`src/rtl/msrv32_load_unit_seq.sv`:
```
// Sequential load unit: accepts one load, waits for bus data,
// then returns the lane-extracted, extended result for one cycle.
module msrv32_load_unit_seq #(
  parameter int XLEN           = 32,
  parameter int TIMEOUT_CYCLES = 16
) (
  input  logic            ms_riscv32_mp_clk_in,
  input  logic            ms_riscv32_mp_rst_in,
  input  logic            ld_req_in,
  output logic            ld_ready_out,
  input  logic [1:0]      load_size_in,
  input  logic            load_unsigned_in,
  input  logic [2:0]      iadder_out_in,
  input  logic [XLEN-1:0] ms_riscv32_mp_dmdata_in,
  input  logic            ms_riscv32_mp_dmdata_valid_in,
  input  logic            ahb_resp_in,
  output logic [XLEN-1:0] lu_output_out,
  output logic            lu_valid_out,
  output logic            lu_misaligned_out,
  output logic            lu_fault_out
);

  localparam int LANE_W = (XLEN == 64) ? 3 : 2;
  localparam logic [7:0] CNT_LAST = 8'(TIMEOUT_CYCLES - 1);

  localparam logic [1:0] SZ_B = 2'b00;
  localparam logic [1:0] SZ_H = 2'b01;
  localparam logic [1:0] SZ_W = 2'b10;
  localparam logic [1:0] SZ_D = 2'b11;

  typedef enum logic [1:0] {
    IDLE = 2'd0,
    WAIT = 2'd1,
    RESP = 2'd2
  } state_e;

  state_e            state_q, state_d;
  logic [1:0]        size_q, size_d;
  logic              uns_q, uns_d;
  logic [LANE_W-1:0] addr_q, addr_d;
  logic [7:0]        cnt_q, cnt_d;
  logic [XLEN-1:0]   out_q, out_d;
  logic              mis_q, mis_d;
  logic              flt_q, flt_d;

  logic              req_mis;
  logic [XLEN-1:0]   shifted;
  logic [XLEN-1:0]   keep;
  logic              sbit;
  logic [XLEN-1:0]   ext;

  // Alignment decode of the incoming request
  always_comb begin
    req_mis = 1'b0;
    unique case (load_size_in)
      SZ_B: req_mis = 1'b0;
      SZ_H: req_mis = iadder_out_in[0];
      SZ_W: req_mis = (iadder_out_in[1:0] != 2'b00);
      SZ_D: req_mis = (XLEN == 32) || (iadder_out_in != 3'b000);
    endcase
  end

  // Lane extraction and sign/zero extension from captured fields
  always_comb begin
    shifted = ms_riscv32_mp_dmdata_in >> {addr_q, 3'b000};
    keep    = '1;
    sbit    = 1'b0;
    unique case (size_q)
      SZ_B: begin
        keep = XLEN'(8'hFF);
        sbit = shifted[7];
      end
      SZ_H: begin
        keep = XLEN'(16'hFFFF);
        sbit = shifted[15];
      end
      SZ_W: begin
        keep = XLEN'(32'hFFFF_FFFF);
        sbit = shifted[31];
      end
      SZ_D: begin
        keep = '1;
        sbit = 1'b0;
      end
    endcase
    ext = (shifted & keep)
        | (~keep & {XLEN{sbit & ~uns_q}});
  end

  // Next-state and result selection
  always_comb begin
    state_d = state_q;
    size_d  = size_q;
    uns_d   = uns_q;
    addr_d  = addr_q;
    cnt_d   = cnt_q;
    out_d   = out_q;
    mis_d   = mis_q;
    flt_d   = flt_q;
    unique case (state_q)
      IDLE: begin
        if (ld_req_in) begin
          size_d = load_size_in;
          uns_d  = load_unsigned_in;
          addr_d = iadder_out_in[LANE_W-1:0];
          if (req_mis) begin
            state_d = RESP;
            out_d   = '0;
            mis_d   = 1'b1;
            flt_d   = 1'b0;
          end else begin
            state_d = WAIT;
            cnt_d   = 8'd0;
          end
        end
      end
      WAIT: begin
        if (ms_riscv32_mp_dmdata_valid_in) begin
          state_d = RESP;
          mis_d   = 1'b0;
          flt_d   = ahb_resp_in;
          out_d   = ahb_resp_in ? '0 : ext;
        end else if (cnt_q == CNT_LAST) begin
          state_d = RESP;
          mis_d   = 1'b0;
          flt_d   = 1'b1;
          out_d   = '0;
        end else begin
          cnt_d = cnt_q + 8'd1;
        end
      end
      RESP: state_d = IDLE;
      default: state_d = IDLE;
    endcase
  end

  // State and result registers with synchronous reset
  always_ff @(posedge ms_riscv32_mp_clk_in) begin
    if (ms_riscv32_mp_rst_in) begin
      state_q <= IDLE;
      size_q  <= 2'b00;
      uns_q   <= 1'b0;
      addr_q  <= '0;
      cnt_q   <= 8'd0;
      out_q   <= '0;
      mis_q   <= 1'b0;
      flt_q   <= 1'b0;
    end else begin
      state_q <= state_d;
      size_q  <= size_d;
      uns_q   <= uns_d;
      addr_q  <= addr_d;
      cnt_q   <= cnt_d;
      out_q   <= out_d;
      mis_q   <= mis_d;
      flt_q   <= flt_d;
    end
  end

  assign ld_ready_out      = (state_q == IDLE);
  assign lu_valid_out      = (state_q == RESP);
  assign lu_output_out     = out_q;
  assign lu_misaligned_out = mis_q;
  assign lu_fault_out      = flt_q;

endmodule
```
`config.mk`:
```
export PLATFORM = sky130hd
export DESIGN_NAME = msrv32_load_unit_seq
export DESIGN_NICKNAME = d
export VERILOG_FILES = /design/src/rtl/msrv32_load_unit_seq.sv
export SDC_FILE = /design/constraint.sdc
export NUM_CORES = 1
export LEC_CHECK = 0
export BUFFER_PORTS_ARGS = -buffer_cell sky130_fd_sc_hd__buf_2
export CAP_MARGIN = 15
export CORE_ASPECT_RATIO = 0.6
export CORE_MARGIN = 2
export CORE_UTILIZATION = 49
export DETAILED_ROUTE_END_ITERATION = 7
export PLACE_DENSITY = 0.77
export SKIP_CTS_REPAIR_TIMING = 1
export SLEW_MARGIN = 20
export SYNTH_ARGS = -nofsm -noshare
export SYNTH_HDL_FRONTEND = slang
export SYNTH_SLANG_ARGS = --single-unit
```
`constraint.sdc`:
```
create_clock -name ms_riscv32_mp_clk_in -period 2.35 [get_ports ms_riscv32_mp_clk_in]
set_input_delay 0.235 -clock ms_riscv32_mp_clk_in [delete_from_list [all_inputs] [get_ports ms_riscv32_mp_clk_in]]
set_output_delay 0.235 -clock ms_riscv32_mp_clk_in [all_outputs]
set_load 0.05 [all_outputs]
```
# Word-level counts from Yosys, hierarchy flattened
# Index checks and enable logic that the tools add are counted.
[op_classes] addsub=1 eq_ne=15 shifts=1 muxes=29 n_bitwise=6 reduce_logical=10
[ops] operator="32-bit two-way mux" n=5
[ops] operator="32-bit case mux with 3 select lines" n=1
[ops] operator="32-bit bitwise AND" n=2
[ops] operator="32-bit case mux with 2 select lines" n=1
[ops] operator="8-bit two-way mux" n=4
[ops] operator="32-bit NOT" n=1
[ops] operator="32-bit OR" n=1
[ops] operator="32-bit by 5-bit right shift with 32-bit output" n=1
[ops] operator="8-bit case mux with 2 select lines" n=1
[ops] operator="2-bit == test (second input constant)" n=5
[ops] operator="8-bit by 1-bit adder with 8-bit output (second input constant)" n=1
[ops] operator="8-bit by 4-bit == test with 1-bit output (second input constant)" n=1
[ops] operator="1-bit two-way mux" n=8
[ops] operator="2-bit two-way mux" n=4
[ops] operator="2-bit != test (second input constant)" n=4
[ops] operator="1-bit case mux with 4 select lines" n=2
[ops] operator="2-bit by 1-bit == test with 1-bit output (second input constant)" n=3
[ops] operator="2-bit logical NOT" n=3
[ops] operator="5-bit AND reduction" n=1
[ops] operator="1-bit case mux with 2 select lines" n=2
[ops] operator="2-bit case mux with 2 select lines" n=1
[ops] operator="2-bit AND reduction" n=2
[ops] operator="4-bit AND reduction" n=1
[ops] operator="2-bit nonzero test" n=2
[ops] operator="5 further kinds" n=5
[totals] reg_bits=49 in_bits=43 output_inout_bits=36 elab_cells=70

# Logic depth before layout (Yosys ltp)
[depth] ltp_word=9 ltp_mapped=7 mapped_depth_nobuf=5

# Worst setup path after synthesis
# OpenSTA, ideal clock, no wires.
[synth_timing] path_type="register to register" start="register cnt_q[4]" end="register out_q[17] (netlist: lu_output_out[17])" setup_ps=122 arrival_time_ps=1646 t_required_ps=2228 slack_ps=582 path_stages_with_launch=6 path_buffers=1 synth_period_minus_slack_ps=1768 path_cell_list="dfxtp_1 or4_4 o21ai_4 a31oi_4 buf_6 a221o_1"
[synth_between] elab_chain_len=3
[synth_lines] element="start, declared" line="41" rtl="logic [7:0] cnt_q, cnt_d;"
[synth_lines] element="start signal, assigned" line="153" rtl="cnt_q <= cnt_d;"
[synth_lines] element="8-bit by 4-bit == test with 1-bit output" line="123" rtl="end else if (cnt_q == CNT_LAST) begin"
[synth_lines] element="3-bit != test (no source line)"
[synth_lines] element="4-bit AND reduction (no source line)"
[synth_lines] element="end signal, assigned" line="154" rtl="out_q <= out_d;"
[synth_lines] element="end, declared" line="42" rtl="logic [XLEN-1:0] out_q, out_d;"
# Every way passes these cells.
# A chain may end at the register's enable or synchronous reset.

# Worst setup path after layout
[layout_timing] start="register cnt_q[4]" end="register out_q[20] (netlist: lu_output_out[20])"
# Same word-level chain as after synthesis.

==> flow_summary.yaml <==
sta:
  timing.hold.ws_ns: 0.2010
  finalHoldViolCount: 0
  post-route-period-util_pct: 87.97
  timing.slew.headroom_pct: 55.22
  rsz0062_at_grt: "false"
  slew_violations: 0
  max_freq_mhz: 483.7
  worstMarginPinSlew_ns: 0.6692
  skew_ns: 0.008668
  tns_ns: 0
  fin_ws_ns: 0.2827
  setup_viol: 0
  min_period_ns: 2.067
yosys:
  async_flop_share_pct: 0
  synthesis.nets: 296
  synth_top_cell_area_share_pct: 38.87
  syn_area_um2: 2524
  synth_commonest_cells: "dfxtp_1 (49), a21oi_1 (26), mux2i_1 (25)"
  synth_edf_count: 0
  ys_types: 51
  yosysMostFrequentCell: "dfxtp_1"
  ys_seq_area_share_pct: 38.87
  yosys_register_bits: 49
  syn_area_per_cell_um2: 10.01
  synthCells: 252
  ys.flop_type: "dfxtp_1"
  synth.top_cells.by_area: "dfxtp_1 (39%), mux2i_1 (9.9%), a221o_1 (6.7%)"
  synth_top_area_cell: "dfxtp_1"
  ys_warn_count: 0
global_route:
  grt_max_degree: 33
  grt_pass1_vias: 1940
  grtUsageTotal_pct: 21.15
  antenna_found_initial: 0
  overflow: 0
  grt_pass1_wl_mm: 9.729
critical_path:
  regToRegStartpoint: "cnt_q[4]"
  end_kind: "flop"
  cp.required_ns: 2.53
  r2r-end: "lu_output_out[20]"
  reg2regPathDepth: 5
  crit_type: "reg -> reg"
  crit_path_max_fanout: 32
  r2r_setup_slack_ns: 0.28
  crit_path_start_kind: "flop"
  arrival_ns: 2.25
clock_network:
  root_buffer: "clkbuf_8"
  clk_pin_slew_ns: 0.09
  clock-sinks: 49
  cts_made_buffers: 5
  clockBufferDepth: 2
  clk_latency_ns: 0.29
  htree_levels: 2
  cts_tree: "done"
placement:
  dpl_cell_area_um2: 2952
  dpl.hpwl_mm: 4.575
  place.gp.congestion: 0.8183
  place_ws_ns: 0.3022
  io_buffers: 77
route:
  dr_total_vias: 2231
  drt_iter0_markers: 174
  wl_mm: 6.216
  wl_per_cell_um: 15.94
  drcViolationCount: 0
  vias_per_cell: 5.721
  ant_nets: 0
  first_pass_iters: 4
pwr:
  p_leak_nw: 1.269
  peakVddDrop_mv: 0.3695
  p_per_area_nw_per_um2: 553.3
floorplan:
  chipWidth_um: 96.65
  fp-row-count: 20
  ioPinCount: 79
  initial_core_util_pct: 50.42
  core_area_um2: 5005
  die_h_um: 59.59
  dieArea_um2: 5759
worst_hold_path:
  hp-start: "load_unsigned_in"
  hold_path_end: "uns_q"
  worstHoldPathCells: 3
  worstHoldPathType: "in -> reg"
run:
  cap_violations: 0
final_layout:
  area_growth_pct: 19.88
  final_area_um2: 3025
  fin_nets: 369
  n_antenna_cell: 0
  drive_gt1_share_pct: 35.80
outcome:
  status: "completed"
==> routing by layer <==
metal  global-route usage [%]  up-vias  wire length (µm)
met5                        0        -                 0
met4                    2.213        0                12
met3                    6.958        2               532
met2                    29.86       82              2489
met1                    32.12     1036              3181
li1                         -     1111                 -
==> placed cells by master, fill, tap and decap left out, drive strengths merged, types with 2 or more instances in the layout <==
cell type / n
a21o: 2
a21oi: 26
a221o: 17
a22o: 8
a31oi: 3
buf: 86
clkbuf: 5
dfxtp: 49
inv: 3
mux2: 9
mux2i: 25
nand2: 4
nand2b: 4
nand3: 5
nand3b: 6
nor2: 18
nor2b: 2
nor3: 4
nor3b: 2
o21ai: 11
o2bb2ai: 7
or3: 2
or3b: 6
==> worst max-delay path: stages, from the launching register on <==
cell and delay, ns:
dfxtp_1 0.36, or4_4 0.58, o21ai_4 0.34, a31oi_4 0.14, buf_12 0.19, a221o_1 0.35
==> kinds of logic (layout without fill, tap and decap cells) <==
kind of cell | after synthesis | in the layout | synth area share [%]
AO/OA/AOI/OAI | 85 | 85 | 25.43
XOR/XNOR | 1 | 1 | 0.3471
AND/OR/NAND/NOR | 58 | 58 | 14.82
multiplexers | 35 | 35 | 14.82
flip-flops | 49 | 49 | 38.87
adder cells (fa/ha/maj) | 1 | 1 | 0.4957
buffers and inverters | 23 | 95 | 5.206
==> sequential cells by signal (all words and copies together), names as in the netlist <==
| signal | flops |
|---|---|
| addr_q | 2 |
| cnt_q | 8 |
| lu_fault_out | 1 |
| lu_misaligned_out | 1 |
| lu_output_out | 32 |
| size_q | 2 |
| state_q | 2 |
| uns_q | 1 |
==> per-stage QoR <==
step | std cells | utilization [%] | total power [mW]
5_1_grt | 390 | 60.45 | 1.749
3_5_place_dp | 384 | 58.98 | 1.234
3_3_place_gp | 384 | 58.98 | 1.229
4_1_cts | 390 | 60.45 | 1.681
6_report | 390 | 60.45 | 1.674
2_1_floorplan | 252 | - | 1.134
==> worst max path at each step <==
stage	slack, ns	to	startpoint
finish	0.28	lu_output_out[20]	cnt_q[4]
global placement	0.34	lu_output_out[19]	cnt_q[4]
floorplan	0.58	lu_output_out[17]	cnt_q[4]
detailed placement	0.30	lu_output_out[27]	cnt_q[4]
global route	0.18	lu_output_out[26]	cnt_q[0]
CTS	0.28	lu_output_out[27]	cnt_q[4]
==> area by class of cell <==
class                      count  area, µm²
multi-input combinational    180       1411
timing repair buffer          86      465.4
sequential                    49      980.9
fill                         463       1979
tap                           66      82.58
clock inverter                 1      5.005
clock buffer                   5      68.82
inverter                       3      11.26
==> report_power, final <==
part	internal, mW	switching (mW)
registers	0.849	0.0230
logic	0.140	0.205
clock network	0.197	0.260
total	1.19	0.488
Power figures use the tool's default switching activity.
